===== config.mk =====
export PLATFORM = sky130hd
export DESIGN_NAME = crc_stream
export DESIGN_NICKNAME = d
export VERILOG_FILES = /design/src/rtl/crc_stream_pkg.sv /design/src/rtl/crc_stream_step.sv /design/src/rtl/crc_stream.sv
export SDC_FILE = /design/constraint.sdc
export NUM_CORES = 1
export LEC_CHECK = 0
export ABC_AREA = 0
export BUFFER_PORTS_ARGS = -buffer_cell sky130_fd_sc_hd__clkbuf_2
export CORE_MARGIN = 1.5
export CORE_UTILIZATION = 45
export CTS_CLUSTER_SIZE = 14
export DETAILED_ROUTE_END_ITERATION = 10
export PLACE_DENSITY = 0.75
export SLEW_MARGIN = 10
export SYNTH_ARGS = -nofsm -noshare
export SYNTH_HDL_FRONTEND = slang
export SYNTH_HIERARCHICAL = 1
export SYNTH_SLANG_ARGS = --single-unit

===== constraint.sdc =====
create_clock -name clk -period 2.89 [get_ports clk]
set_clock_uncertainty 0.2 [all_clocks]
set_input_delay 0.289 -clock clk [delete_from_list [all_inputs] [get_ports clk]]
set_output_delay 0.289 -clock clk [all_outputs]
set_load 0.01 [all_outputs]

===== src/rtl/crc_stream_pkg.sv =====
// Shared FSM encodings and standard generator polynomials for the streaming CRC engine.
package crc_stream_pkg;

  typedef enum logic [1:0] {
    ST_IDLE  = 2'd0,
    ST_ACCUM = 2'd1,
    ST_HOLD  = 2'd2
  } state_t;

  localparam logic [31:0] CRC8_POLY   = 32'h0000_0007;
  localparam logic [31:0] CRC16_CCITT = 32'h0000_1021;
  localparam logic [31:0] CRC32_POLY  = 32'h04C1_1DB7;

  // Picks the common polynomial for a register width; anything unusual falls back to CRC-8.
  function automatic logic [31:0] std_poly(input int w);
    case (w)
      16:      return CRC16_CCITT;
      32:      return CRC32_POLY;
      default: return CRC8_POLY;
    endcase
  endfunction

endpackage


===== src/rtl/crc_stream_step.sv =====
// Combinational CRC update: DATA_W serial LFSR shifts (data MSB first) unrolled into one step.
module crc_step #(
  parameter int              CRC_W  = 8,
  parameter logic [CRC_W-1:0] POLY  = '0,
  parameter int              DATA_W = 8
) (
  input  logic [CRC_W-1:0]  crc_in,
  input  logic [DATA_W-1:0] data,
  output logic [CRC_W-1:0]  crc_out
);

  logic [CRC_W-1:0] w_c;

  always_comb begin
    w_c = crc_in;
    for (int i = DATA_W - 1; i >= 0; i--) begin
      if (w_c[CRC_W-1] ^ data[i]) w_c = (w_c << 1) ^ POLY;
      else                        w_c = w_c << 1;
    end
    crc_out = w_c;
  end

endmodule


===== src/rtl/crc_stream.sv =====
// Framed streaming CRC: one beat per clock, result registered one cycle after the last beat
// and held (input back-pressured) until the consumer takes it.
(* tamara_triplicate *)
module crc_stream
  import crc_stream_pkg::*;
#(
  parameter int          CRC_W       = 8,
  parameter logic [31:0] POLY        = std_poly(CRC_W),
  parameter logic [31:0] INIT        = 32'h0,
  parameter logic [31:0] XOR_OUT     = 32'h0,
  parameter int          DATA_W      = 8,
  parameter bit          REFLECT_IN  = 1'b0,
  parameter bit          REFLECT_OUT = 1'b0
) (
  input  logic              clk,
  input  logic              rst_n,
  input  logic              in_valid,
  output logic              in_ready,
  input  logic [DATA_W-1:0] in_data,
  input  logic              in_first,
  input  logic              in_last,
  input  logic [CRC_W-1:0]  chk_crc,
  output logic              out_valid,
  input  logic              out_ready,
  output logic [CRC_W-1:0]  out_crc,
  output logic              out_match,
  (* tamara_error_sink *)
  output logic              error
);

  localparam logic [CRC_W-1:0] LP_POLY = POLY[CRC_W-1:0];
  localparam logic [CRC_W-1:0] LP_INIT = INIT[CRC_W-1:0];
  localparam logic [CRC_W-1:0] LP_XOR  = XOR_OUT[CRC_W-1:0];

  state_t           r_state;
  logic [CRC_W-1:0] r_crc;
  logic [CRC_W-1:0] r_out_crc;
  logic             r_out_valid;
  logic             r_out_match;
  logic             r_err;
  logic             r_in_ready;

  logic [DATA_W-1:0] w_data;
  logic [CRC_W-1:0]  w_crc_in;
  logic [CRC_W-1:0]  w_crc_nxt;
  logic [CRC_W-1:0]  w_crc_ref;
  logic [CRC_W-1:0]  w_res;
  logic              w_acc;
  logic              w_take;
  logic              w_close;
  logic              w_proto_err;

  if (REFLECT_IN) begin : g_rin
    always_comb begin
      w_data = '0;
      for (int i = 0; i < DATA_W; i++) w_data[i] = in_data[DATA_W-1-i];
    end
  end else begin : g_nrin
    assign w_data = in_data;
  end

  // A first beat always restarts from INIT, whether the frame was idle or still open.
  assign w_acc       = in_valid & r_in_ready;
  assign w_take      = w_acc & ((r_state == ST_ACCUM) | in_first);
  assign w_close     = w_take & in_last;
  assign w_proto_err = w_acc & (((r_state == ST_IDLE) & ~in_first) |
                                ((r_state == ST_ACCUM) & in_first));
  assign w_crc_in    = ((r_state == ST_IDLE) | in_first) ? LP_INIT : r_crc;

  crc_step #(
    .CRC_W  (CRC_W),
    .POLY   (LP_POLY),
    .DATA_W (DATA_W)
  ) u_step (
    .crc_in  (w_crc_in),
    .data    (w_data),
    .crc_out (w_crc_nxt)
  );

  if (REFLECT_OUT) begin : g_rout
    always_comb begin
      w_crc_ref = '0;
      for (int i = 0; i < CRC_W; i++) w_crc_ref[i] = w_crc_nxt[CRC_W-1-i];
    end
  end else begin : g_nrout
    assign w_crc_ref = w_crc_nxt;
  end

  assign w_res = w_crc_ref ^ LP_XOR;

  always_ff @(posedge clk or negedge rst_n) begin
    if (!rst_n) begin
      r_state     <= ST_IDLE;
      r_crc       <= LP_INIT;
      r_out_crc   <= '0;
      r_out_valid <= 1'b0;
      r_out_match <= 1'b0;
      r_err       <= 1'b0;
      r_in_ready  <= 1'b0;
    end else begin
      r_in_ready <= 1'b1;
      if (w_take)      r_crc <= w_crc_nxt;
      if (w_proto_err) r_err <= 1'b1;
      case (r_state)
        ST_IDLE, ST_ACCUM: begin
          if (w_close) begin
            r_state     <= ST_HOLD;
            r_out_valid <= 1'b1;
            r_out_crc   <= w_res;
            r_out_match <= (w_res == chk_crc);
            r_in_ready  <= 1'b0;
          end else if (w_take) begin
            r_state <= ST_ACCUM;
          end
        end
        ST_HOLD: begin
          if (out_ready) begin
            r_state     <= ST_IDLE;
            r_out_valid <= 1'b0;
          end else begin
            r_in_ready <= 1'b0;
          end
        end
        default: r_state <= ST_IDLE;
      endcase
    end
  end

  assign in_ready  = r_in_ready;
  assign out_valid = r_out_valid;
  assign out_crc   = r_out_crc;
  assign out_match = r_out_match;
  assign error     = r_err;

endmodule

### Yosys cells after proc, flatten, opt, wreduce, memory -nomap -nowiden

Cells that the tools add are included.
W data, S select, Z words.

| storage, ports and cells | value |
|---|---|
| bits in registers | 22 |
| bits of input ports | 22 |
| output and inout bits | 12 |
| logic and storage cells | 64 |

| operators by class | value |
|---|---|
| equality and inequality tests | 6 |
| multiplexer cells | 19 |
| bitwise operators | 26 |
| reductions and logical operators | 6 |

Operators with widths:

| operator | number |
|---|---|
| $mux W3 | 8 |
| $not A3 Y3 | 8 |
| $eq A8 B8 Y1 | 1 |
| $mux W8 | 1 |
| $xor A1 B1 Y1 | 8 |
| $and A1 B1 Y1 | 6 |
| $mux W2 | 3 |
| $mux W1 | 4 |
| $ne A2 B2 Y1 const B | 2 |
| $pmux W1 S2 | 2 |
| $pmux W2 S2 | 1 |
| $reduce_and A2 Y1 | 2 |
| $ne A3 B3 Y1 const B | 1 |
| $or A1 B1 Y1 | 3 |
| $reduce_and A3 Y1 | 1 |
| $eq A2 B1 Y1 const B | 1 |
| $eq A2 B2 Y1 const B | 1 |
| $logic_not A2 Y1 | 1 |
| $reduce_bool A2 Y1 | 1 |
| $reduce_or A2 Y1 | 1 |
| $not A1 Y1 | 1 |

### Depth between registers and ports, before layout

Gate-level depths: netlist of the first run.

| logic depth | value |
|---|---|
| depth in word-level cells | 20 |
| mapped depth | 9 |

### Modules after synthesis

Netlist of the first run, hierarchy kept.

By module, submodules not included:

| module | instances | cells each | area an instance (µm²) | sequential area each (µm²) |
|---|---|---|---|---|
| crc_stream | 1 | 78 | 1033.5 | 550.5 |
| crc_step | 1 | 21 | 183.9 | 0.0 |

### Least setup slack after synthesis of the first run

Ideal clock, no wire load.

| timing path | value |
|---|---|
| path type | flip-flop to flip-flop |
| start | register r_state[1] |
| end | register r_out_match, in the netlist out_match |
| arrival time | 1.977 ns |
| data required time | 2.595 ns |
| path slack | 0.617 ns |
| stages on the path, launching flop included | 10 |
| path through | dfrtp_1 > nor2_1 > nor2_1 > and2_1 > xor2_1 > xor2_1 > xor2_1 > xnor2_1 > nand4_1 > o31ai_1 |

RTL lines:

| element | line | source |
|---|---|---|
| start: declaration | crc_stream.sv:35 | `state_t r_state;` |
| start signal: assignment | crc_stream.sv:93 | `r_state <= ST_IDLE;` |
| start signal: assignment | crc_stream.sv:107 | `r_state <= ST_HOLD;` |
| start signal: assignment | crc_stream.sv:113 | `r_state <= ST_ACCUM;` |
| $logic_not A2 Y1 * | crc_stream.sv:68 | `assign w_crc_in = ((r_state == ST_IDLE) \| in_first) ? LP_INIT : r_crc;` |
| $or A1 B1 Y1 * | crc_stream.sv:68 |  |
| $mux W8 * | crc_stream.sv:68 |  |
| named net w_crc_in[6] | crc_stream.sv:44 | `logic [CRC_W-1:0] w_crc_in;` |
| $xor A1 B1 Y1 * | crc_stream_step.sv:17 | `if (w_c[CRC_W-1] ^ data[i]) w_c = (w_c << 1) ^ POLY;` |
| $mux W3 * | crc_stream_step.sv:17 |  |
| $not A3 Y3 (no line) | n/a |  |
| $mux W3 * | crc_stream_step.sv:17 |  |
| named net w_crc_nxt[7] | crc_stream.sv:45 | `logic [CRC_W-1:0] w_crc_nxt;` |
| $eq A8 B8 Y1 * | crc_stream.sv:110 | `r_out_match <= (w_res == chk_crc);` |
| end signal: assignment | crc_stream.sv:110 |  |
| end: declaration | crc_stream.sv:39 | `logic r_out_match;` |

The timed path passes the listed nets; every way through them passes the cells marked *.
A chain may end at the register's enable or synchronous reset.

### Worst setup path after layout of the first run

| timing path | value |
|---|---|
| start | register r_state[0] |
| end | register r_out_match, in the netlist out_match |

| between the ends | value |
|---|---|
| cells in the longest elaborated chain, start to end | 10 |

RTL lines:

| element | line |
|---|---|
| $logic_not A2 Y1 * | crc_stream.sv:68 |
| $or A1 B1 Y1 * | crc_stream.sv:68 |
| $mux W8 * | crc_stream.sv:68 |
| named net w_crc_in[6] | crc_stream.sv:44 |
| $xor A1 B1 Y1 * | crc_stream_step.sv:17 |
| $mux W3 * | crc_stream_step.sv:17 |
| $not A3 Y3 (no line) | n/a |
| $mux W3 * | crc_stream_step.sv:17 |
| $not A3 Y3 (no line) | n/a |
| $mux W3 * | crc_stream_step.sv:17 |
| named net w_crc_nxt[6] | crc_stream.sv:45 |
| $eq A8 B8 Y1 * | crc_stream.sv:110 |

Marked as above.

==> impl_metrics.json, run 1 <==
{
  "hold_viol_final": 0,
  "cts.sinks": 22,
  "yosysTopAreaCell": "dfrtp_1",
  "die_w_um": 55.0,
  "synthesis.area_um2": 1220,
  "final.setup.tns_ns": 0,
  "synth_nets": 121,
  "place_congestion": 0.816,
  "area.growth.synth_to_final_pct": 21.2,
  "first_global_vias": 814,
  "num-fill-cells": 217,
  "yosysWarnings": 6,
  "clk_latency_ns": 0.32,
  "dp_cells": 161,
  "clk_pin_slew_ns": 0.12,
  "critical_path_required_ns": 2.93,
  "h-tree-depth": 1,
  "crit_type": "register to register",
  "cap_viol_max_count": 0,
  "hpwl_um": 1790,
  "synthCells": 99,
  "wl_per_cell_um": 14.1,
  "ys_seq_area_frac": 0.452,
  "grt.overflow.total": 0,
  "cp-end-kind": "register",
  "arrival_ns": 2.66,
  "drv_slew": 0,
  "cts_buffers": 3,
  "cts_root_buf": "clkbuf_4",
  "power.density_nw_per_um2": 1010,
  "max_slew_margin": 0.637,
  "setup_viol": 0,
  "grt_max_degree": 23,
  "num_vias": 849,
  "die_area_um2": 3030,
  "ys_top_cells_by_area": "dfrtp_1 (45%), xnor2_1 (17%), mux2_2 (9.2%)",
  "drt-total-wl_um": 2370,
  "nets": 161,
  "rows": 18,
  "fmax_ghz": 0.381,
  "drive_gt1_frac": 0.420,
  "multi_input_area_um2": 647,
  "clk_path_buf_depth": 2,
  "outcome": "complete, no violations",
  "start_util": 0.483,
  "start_kind": "register",
  "synth-seq-cells": 22,
  "power.leakage_nw": 0.678,
  "track_usage": 0.178,
  "vias_per_cell": 5.05,
  "antenna-diode-count": 0,
  "grt_pass1_wl_um": 3620,
  "tightest_slew_ns": 0.544,
  "dpl_cell_area_um2": 1410,
  "synth_top_area_frac": 0.452,
  "fin_crit_sh": 0.908,
  "grt_antenna_before_repair": 0,
  "hp-class": "input pin to register",
  "die_h_um": 55.0,
  "cts_tree": "yes",
  "seq_area_um2": 551,
  "dr.pass1.iters": 4,
  "ys_types": 22,
  "core_area_um2": 2520,
  "ios": 34,
  "numPortBuffers": 33,
  "drt_iter0_drc": 11,
  "cp_max_fo": 8,
  "vdd_drop_max_mv": 0.542,
  "rsz0062_at_grt": "no",
  "avgSynthCellArea_um2": 12.3,
  "min_period_ns": 2.62,
  "post-route-drc-count": 0,
  "layout.cells.non_filler": 168,
  "antenna_left": 0,
  "fin_area_um2": 1480
}
[through the flow]
stage                     total power [mW]  setup WS, ns  utilization  hold slack [ns]
after floorplan                       1.12         0.617            -           -0.207
after global placement                1.30         0.254        0.559           0.0982
after detailed placement              1.32         0.160        0.559            0.106
after CTS                             1.50         0.122        0.581           0.0549
after global routing                  1.61        0.0318        0.585           0.0403
final                                 1.49         0.266        0.585           0.0614
[layout by cell type (no fill, tap or decap), types with 2 or more instances in the layout]
cell type / count
dfrtp_1: 22
nand4_1: 2
xnor2_1: 24
o21ai_0: 2
nand2_1: 2
xor2_1: 6
mux2_2: 10
clkbuf_2: 33
dlygate4sd3_1: 2
and2_1: 8
clkbuf_4: 3
inv_1: 3
mux2_4: 6
o31ai_1: 2
[cells by family after synthesis]
kind of cell	synth area share
XOR/XNOR	0.216
flip-flops	0.452
AND/OR/NAND/NOR	0.0833
multiplexers	0.166
AO/OA/AOI/OAI	0.0637
buffers and inverters	0.0185
[state kept, by name, summed over array words and instances (netlist names)]
name and count:
out_crc 8, r_crc 8, out_match 1, out_valid 1
in_ready 1, error 1, r_state 2
[synth_stat cells]
| cell | count |
|---|---|
| mux2_2 | 10 |
| o211a_1 | 1 |
| and2_1 | 8 |
| a41o_1 | 1 |
| buf_6 | 1 |
| nand2_1 | 2 |
| inv_1 | 3 |
| o21ai_1 | 1 |
| dfrtp_1 | 22 |
| nor2_1 | 2 |
| or3_4 | 1 |
| o21a_1 | 1 |
| xor2_1 | 6 |
| nand4_1 | 2 |
| o21ai_0 | 2 |
| o31ai_1 | 2 |
| mux2_4 | 6 |
| xnor2_1 | 24 |
| o21bai_2 | 1 |
| nor2b_1 | 1 |
| a31o_2 | 1 |
| nand2b_1 | 1 |
[routing by layer]
layer  GRT usage  up-vias  share of wire
li1            -      410              -
met1       0.214      414           0.45
met2       0.302       22           0.49
met3      0.0565        3          0.050
met4      0.0610        0          0.010
met5           0        -              0
[path summary, 6_finish.rpt]
path                                         from                      to  slack, ns  cells after the start
hold reg to reg                 error$_DFFE_PN0P_       error$_DFFE_PN0P_       0.29                      1
hold / removal                           in_valid       error$_DFFE_PN0P_       0.06                      2
setup reg to reg           r_state[0]$_DFFE_PN0P_   out_match$_DFFE_PN0P_       0.27                     10
min in group asynchronous                   rst_n  out_crc[5]$_DFFE_PN0P_       0.26                      2
setup / recovery           r_state[0]$_DFFE_PN0P_   out_match$_DFFE_PN0P_       0.27                     10
max in group asynchronous                   rst_n  out_crc[2]$_DFFE_PN0P_       1.86                      2
[cell type report]
| class | count | area share |
|---|---|---|
| clock buffer | 4 | 0.0246 |
| sequential | 22 | 0.373 |
| inverter | 3 | 0.00763 |
| multi-input combinational | 73 | 0.439 |
| tap | 30 | 0.0254 |
| timing repair buffer | 36 | 0.131 |
[worst max-delay path, stage by stage, from the launching register on]
cell,delay (ns)
dfrtp_1,0.46
nor2_1,0.07
nor2_2,0.23
and2_1,0.19
xor2_1,0.25
xor2_1,0.25
buf_4,0.15
xor2_1,0.30
xnor2_1,0.16
nand4_1,0.09
o31ai_1,0.19
[timing repair]
item | 4_1_cts | 5_1_grt
setup buffers | 0 | 1
endpoints found under the hold margin | 23 | 0
setup endpoints to repair | 0 | 1
hold buffers | 2 | 0
resized for setup | 0 | 1
[where the power goes]
group	switching (mW)	internal [mW]
Combinational	0.379	0.424
Sequential	0.0739	0.443
Clock	0.0964	0.0772
No activity file was read; power rests on OpenSTA's default activity.
==> inputs of run 2 (changes only) <==
--- a/config.mk
+++ b/config.mk
@@ -5,13 +5,13 @@
 export SDC_FILE = /design/constraint.sdc
 export NUM_CORES = 1
 export LEC_CHECK = 0
-export ABC_AREA = 0
 export BUFFER_PORTS_ARGS = -buffer_cell sky130_fd_sc_hd__clkbuf_2
+export CORE_ASPECT_RATIO = 1.2
 export CORE_MARGIN = 1.5
-export CORE_UTILIZATION = 45
+export CORE_UTILIZATION = 50
 export CTS_CLUSTER_SIZE = 14
 export DETAILED_ROUTE_END_ITERATION = 10
-export PLACE_DENSITY = 0.75
+export PLACE_DENSITY = 0.82
 export SLEW_MARGIN = 10
 export SYNTH_ARGS = -nofsm -noshare
 export SYNTH_HDL_FRONTEND = slang
==> run 2 against run 1 <==
  * Via count rose by 1.4%
  * Die area is 9.4% lower
  * Sequential power up 1%
  * Hold slack better by 0.0058 ns
  * Critical path type unchanged
==> impl_metrics.json, run 2 (synthesized netlist as in run 1, its figures left out) <==
{
  "outcome": "complete, no violations",
  "power.density_nw_per_um2": 1030,
  "dp_cells": 162,
  "vdd_drop_max_mv": 0.629,
  "grt.overflow.total": 0,
  "die_w_um": 48.0,
  "tightest_slew_ns": 0.549,
  "fin_crit_sh": 0.902,
  "grt_antenna_before_repair": 0,
  "antenna_left": 0,
  "cp_top_family": "XOR/XNOR gates",
  "cap_viol_max_count": 0,
  "start_kind": "register",
  "multi_input_area_um2": 647,
  "hpwl_um": 1960,
  "mostFrequentLayoutCell": "clkbuf_2",
  "power.leakage_nw": 0.673,
  "cpMostUsedCell": "xor2_1",
  "grt_max_degree": 23,
  "cts_buffers": 3,
  "drv_slew": 0,
  "track_usage": 0.205,
  "h-tree-depth": 1,
  "drt-total-wl_um": 2480,
  "first_global_vias": 861,
  "hold_viol_final": 0,
  "grt_pass1_wl_um": 3950,
  "rows": 19,
  "power_mw": 1.51,
  "place_congestion": 0.833,
  "start_util": 0.528,
  "vias_per_cell": 5.13,
  "core_area_um2": 2310,
  "die_h_um": 57.1,
  "rsz0062_at_grt": "no",
  "num-fill-cells": 204,
  "max_slew_margin": 0.634,
  "ios": 34,
  "critical_path_required_ns": 2.91,
  "final_cell_mix": "clkbuf_2 (33), xnor2_1 (24), dfrtp_1 (22), mux2_2 (10), and2_1 (8)",
  "arrival_ns": 2.63,
  "cp_max_fo": 8,
  "dr.pass1.iters": 4,
  "path_buf_inv": 0,
  "clk_pin_slew_ns": 0.12,
  "min_period_ns": 2.61,
  "antenna-diode-count": 0,
  "seq_area_um2": 551,
  "layout.cells.non_filler": 168,
  "fmax_ghz": 0.384,
  "slowest_delay_ns": 0.47,
  "cts_tree": "yes",
  "clk_path_buf_depth": 2,
  "post-route-drc-count": 0,
  "slowest_stage": "dfrtp_1",
  "fin_ws_ns": 0.284,
  "crit_chain": "nor2_1, nor2_2, and2_1, xor2_1, xor2_1, xor2_1, xnor2_1, nand4_1, o31ai_1",
  "nets": 160,
  "crit_type": "register to register",
  "cts.sinks": 22,
  "cp-end-kind": "register",
  "cts_root_buf": "clkbuf_4",
  "area.growth.synth_to_final_pct": 20.7,
  "clk_latency_ns": 0.30,
  "drt_iter0_drc": 27,
  "final.setup.tns_ns": 0,
  "drive_gt1_frac": 0.416,
  "wl_per_cell_um": 14.7,
  "post-place-ws_ns": 0.204,
  "setup_viol": 0,
  "die_area_um2": 2740,
  "numPortBuffers": 33,
  "num_vias": 861,
  "postCtsSetupBuffers": 0,
  "hp-class": "input pin to register"
}
-- run 2: cell count changes in the layout (fill, tap and decap cells not counted) --
cell	before	now
buf_4	1	0
-- run 2: routing by layer --
| layer | vias to the layer above | part of all wire | GRT usage |
|---|---|---|---|
| met4 | 0 | 0.012 | 0.0811 |
| met5 | - | 0 | 0 |
| met2 | 27 | 0.55 | 0.343 |
| li1 | 408 | - | - |
| met1 | 422 | 0.39 | 0.258 |
| met3 | 4 | 0.044 | 0.0253 |
-- run 2: final timing paths --
kind / startpoint / to / slack, ns / cells after the start
setup / recovery: r_state[0]$_DFFE_PN0P_ / out_match$_DFFE_PN0P_ / 0.28 / 9
hold / removal: in_valid / error$_DFFE_PN0P_ / 0.07 / 2
setup reg to reg: r_state[0]$_DFFE_PN0P_ / out_match$_DFFE_PN0P_ / 0.28 / 9
hold reg to reg: error$_DFFE_PN0P_ / error$_DFFE_PN0P_ / 0.28 / 1
max in group asynchronous: rst_n / r_crc[5]$_DFFE_PN0P_ / 1.84 / 2
min in group asynchronous: rst_n / r_crc[7]$_DFFE_PN0P_ / 0.29 / 2
-- run 2: what timing repair did --
action / CTS / global route
gates resized for setup: 0 / 1
hold buffers: 2 / 0
endpoints found under the hold margin: 23 / 0
setup endpoints to repair: 0 / 1
-- run 2: where the power goes --
part           total, mW  leakage, nW  switching, mW  internal [mW]
clock              0.169       0.0210         0.0926         0.0768
sequential         0.522        0.257         0.0791          0.443
combinational      0.817        0.395          0.402          0.415
-- run 2: layout make-up --
class                      count  area share
inverter                       3     0.00767
timing repair buffer          35       0.126
clock buffer                   4      0.0247
sequential                    22       0.375
tap                           31      0.0264
multi-input combinational     73       0.440
-- run 2: through the flow --
| stage | util | instance area, um2 | hold slack, ns |
|---|---|---|---|
| floorplan | - | 1220 | -0.207 |
| global placement | 0.612 | 1410 | 0.0941 |
| detailed placement | 0.612 | 1410 | 0.104 |
| CTS | 0.636 | 1470 | 0.0642 |
| global route | 0.637 | 1470 | 0.0655 |
| finish | 0.637 | 1470 | 0.0671 |
==> inputs of run 3 (changes only) <==
--- a/config.mk
+++ b/config.mk
@@ -11,6 +11,7 @@
 export CORE_UTILIZATION = 50
 export CTS_CLUSTER_SIZE = 14
 export DETAILED_ROUTE_END_ITERATION = 10
+export MAX_ROUTING_LAYER = met4
 export PLACE_DENSITY = 0.82
 export SLEW_MARGIN = 10
 export SYNTH_ARGS = -nofsm -noshare
==> run 3 against run 2 <==
  * Power about the same
  * Highest routed layer unchanged
  * Global-route usage increased by 0.46 points
  * Flip-flop and latch count unchanged
  * Die area unchanged
  * Largest power group unchanged
  * Worst setup slack got worse by 0.016 ns
  * Combinational power about the same
  * Fmax decreased by 0.61%
  * Cell count unchanged
==> impl_metrics.json, run 3 (synthesized netlist as in run 1, its figures left out) <==
{
  "core_area_um2": 2310,
  "wl_per_cell_um": 14.8,
  "drv_slew": 0,
  "hp-class": "input pin to register",
  "start_kind": "register",
  "r2r_end": "out_match$_DFFE_PN0P_",
  "combPwrFrac": 0.541,
  "vias_per_cell": 5.15,
  "drive_gt1_frac": 0.416,
  "power_switching_uw": 575,
  "track_usage": 0.210,
  "fin_crit_sh": 0.907,
  "mostFrequentLayoutCell": "clkbuf_2",
  "cap_viol_max_count": 0,
  "clk_latency_ns": 0.30,
  "drt_iter0_drc": 19,
  "final.setup.tns_ns": 0,
  "die_area_um2": 2740,
  "power.density_nw_per_um2": 1030,
  "slowest_stage": "dfrtp_1",
  "cts.sinks": 22,
  "post-route-drc-count": 0,
  "ff2ff_path_depth": 9,
  "grt.overflow.total": 0,
  "layout.cells.non_filler": 168,
  "clk_pin_slew_ns": 0.12,
  "p_clk_frac": 0.113,
  "cts_buffers": 3,
  "outcome": "complete, no violations",
  "first_global_vias": 862,
  "crit_chain": "nor2_1, nor2_2, and2_1, xor2_1, xor2_1, xor2_1, xnor2_1, nand4_1, o31ai_1",
  "seqPwrFrac": 0.346,
  "cpMostUsedCell": "xor2_1",
  "hpwl_um": 1960,
  "reg2reg_slack_ns": 0.27,
  "final_cell_mix": "clkbuf_2 (33), xnor2_1 (24), dfrtp_1 (22), mux2_2 (10), and2_1 (8)",
  "max_slew_margin": 0.634,
  "cts_root_buf": "clkbuf_4",
  "slowest_delay_ns": 0.47,
  "area.growth.synth_to_final_pct": 20.7,
  "num-fill-cells": 204,
  "hold_depth": 2,
  "dr.pass1.iters": 4,
  "die_w_um": 48.0,
  "hold_path.startpoint": "in_valid",
  "r2r-start": "r_state[0]$_DFFE_PN0P_",
  "grt_max_degree": 23,
  "clk_path_buf_depth": 2,
  "whs_endpoint": "error$_DFFE_PN0P_",
  "grt_antenna_before_repair": 0,
  "ios": 34,
  "antenna_left": 0,
  "start_util": 0.528,
  "rsz0062_at_grt": "no",
  "cts_tree": "yes",
  "dp_cells": 162,
  "drt-total-wl_um": 2490,
  "crit_type": "register to register",
  "grt_pass1_wl_um": 3920,
  "hold_viol_final": 0,
  "place_congestion": 0.846,
  "nets": 160,
  "p_int_uw": 935,
  "switching_share": 0.381,
  "num_vias": 865,
  "cp-end-kind": "register",
  "die_h_um": 57.1,
  "rows": 19,
  "vdd_drop_max_mv": 0.630,
  "tightest_slew_ns": 0.549,
  "antenna-diode-count": 0,
  "arrival_ns": 2.65,
  "cp_top_family": "XOR/XNOR gates",
  "cp_max_fo": 8,
  "postCtsSetupBuffers": 0,
  "fmax_ghz": 0.381,
  "critical_path_required_ns": 2.91,
  "setup_viol": 0,
  "min_period_ns": 2.62,
  "power.leakage_nw": 0.673,
  "path_buf_inv": 0,
  "numPortBuffers": 33,
  "h-tree-depth": 1
}
[run 3: cell counts in the layout (fill, tap and decap cells not counted)]
Identical to the previous run, type by type.
[run 3: worst max path at each step]
stage / startpoint / end / slack, ns / depth (start not counted)
final: r_state[0]$_DFFE_PN0P_ / out_match$_DFFE_PN0P_ / 0.27 / 9
after global routing: r_state[0]$_DFFE_PN0P_ / out_match$_DFFE_PN0P_ / 0.07 / 9
after CTS: r_state[0]$_DFFE_PN0P_ / out_match$_DFFE_PN0P_ / 0.17 / 9
after detailed placement: r_state[0]$_DFFE_PN0P_ / out_match$_DFFE_PN0P_ / 0.20 / 9
after global placement: r_state[0]$_DFFE_PN0P_ / out_match$_DFFE_PN0P_ / 0.32 / 9
after floorplan: r_state[1]$_DFFE_PN0P_ / out_match$_DFFE_PN0P_ / 0.62 / 9
[run 3: power by group through the flow]
stage / combinational [mW] / sequential [mW] / clock (mW)
after detailed placement: 0.811 / 0.529 / 0
after global routing: 0.886 / 0.537 / 0.182
final: 0.817 / 0.523 / 0.170
after global placement: 0.780 / 0.520 / 0
after CTS: 0.822 / 0.524 / 0.174
after floorplan: 0.574 / 0.542 / 0
[run 3: worst register-to-register path, cell delays in order (launching register included)]
cell	delay [ns]
dfrtp_1	0.47
nor2_1	0.08
nor2_2	0.23
and2_1	0.19
xor2_1	0.26
xor2_1	0.29
xor2_1	0.33
xnor2_1	0.19
nand4_1	0.11
o31ai_1	0.19
[run 3: what timing repair did]
item                       in CTS  in global routing
resized for setup               0                  1
hold buffers                    2                  0
hold endpoints to repair       23                  0
setup endpoints to repair       0                  1
[run 3: layout make-up]
cell class	count	area, um2	share of cell area
Multi-Input combinational cell	73	647	0.440
Clock buffer	4	36.3	0.0247
Timing Repair Buffer	35	185	0.126
Tap cell	31	38.8	0.0264
Inverter	3	11.3	0.00767
Sequential cell	22	551	0.375
[run 3: per-stage QoR]
step / power [mW] / utilization / hold slack (ns) / area [um2] / setup slack [ns]
6_report: 1.51 / 0.637 / 0.0644 / 1470 / 0.268
5_1_grt: 1.60 / 0.637 / 0.0655 / 1470 / 0.0742
4_1_cts: 1.52 / 0.636 / 0.0642 / 1470 / 0.170
3_5_place_dp: 1.34 / 0.612 / 0.104 / 1410 / 0.204
3_3_place_gp: 1.30 / 0.612 / 0.0941 / 1410 / 0.324
2_1_floorplan: 1.12 / - / -0.207 / 1220 / 0.617
[run 3: layer usage]
metal | up-vias | share of wire | GRT usage
li1 | 410 | - | -
met1 | 422 | 0.39 | 0.256
met5 | - | 0 | -
met3 | 4 | 0.041 | 0.0222
met2 | 29 | 0.55 | 0.343
met4 | 0 | 0.012 | 0.0811
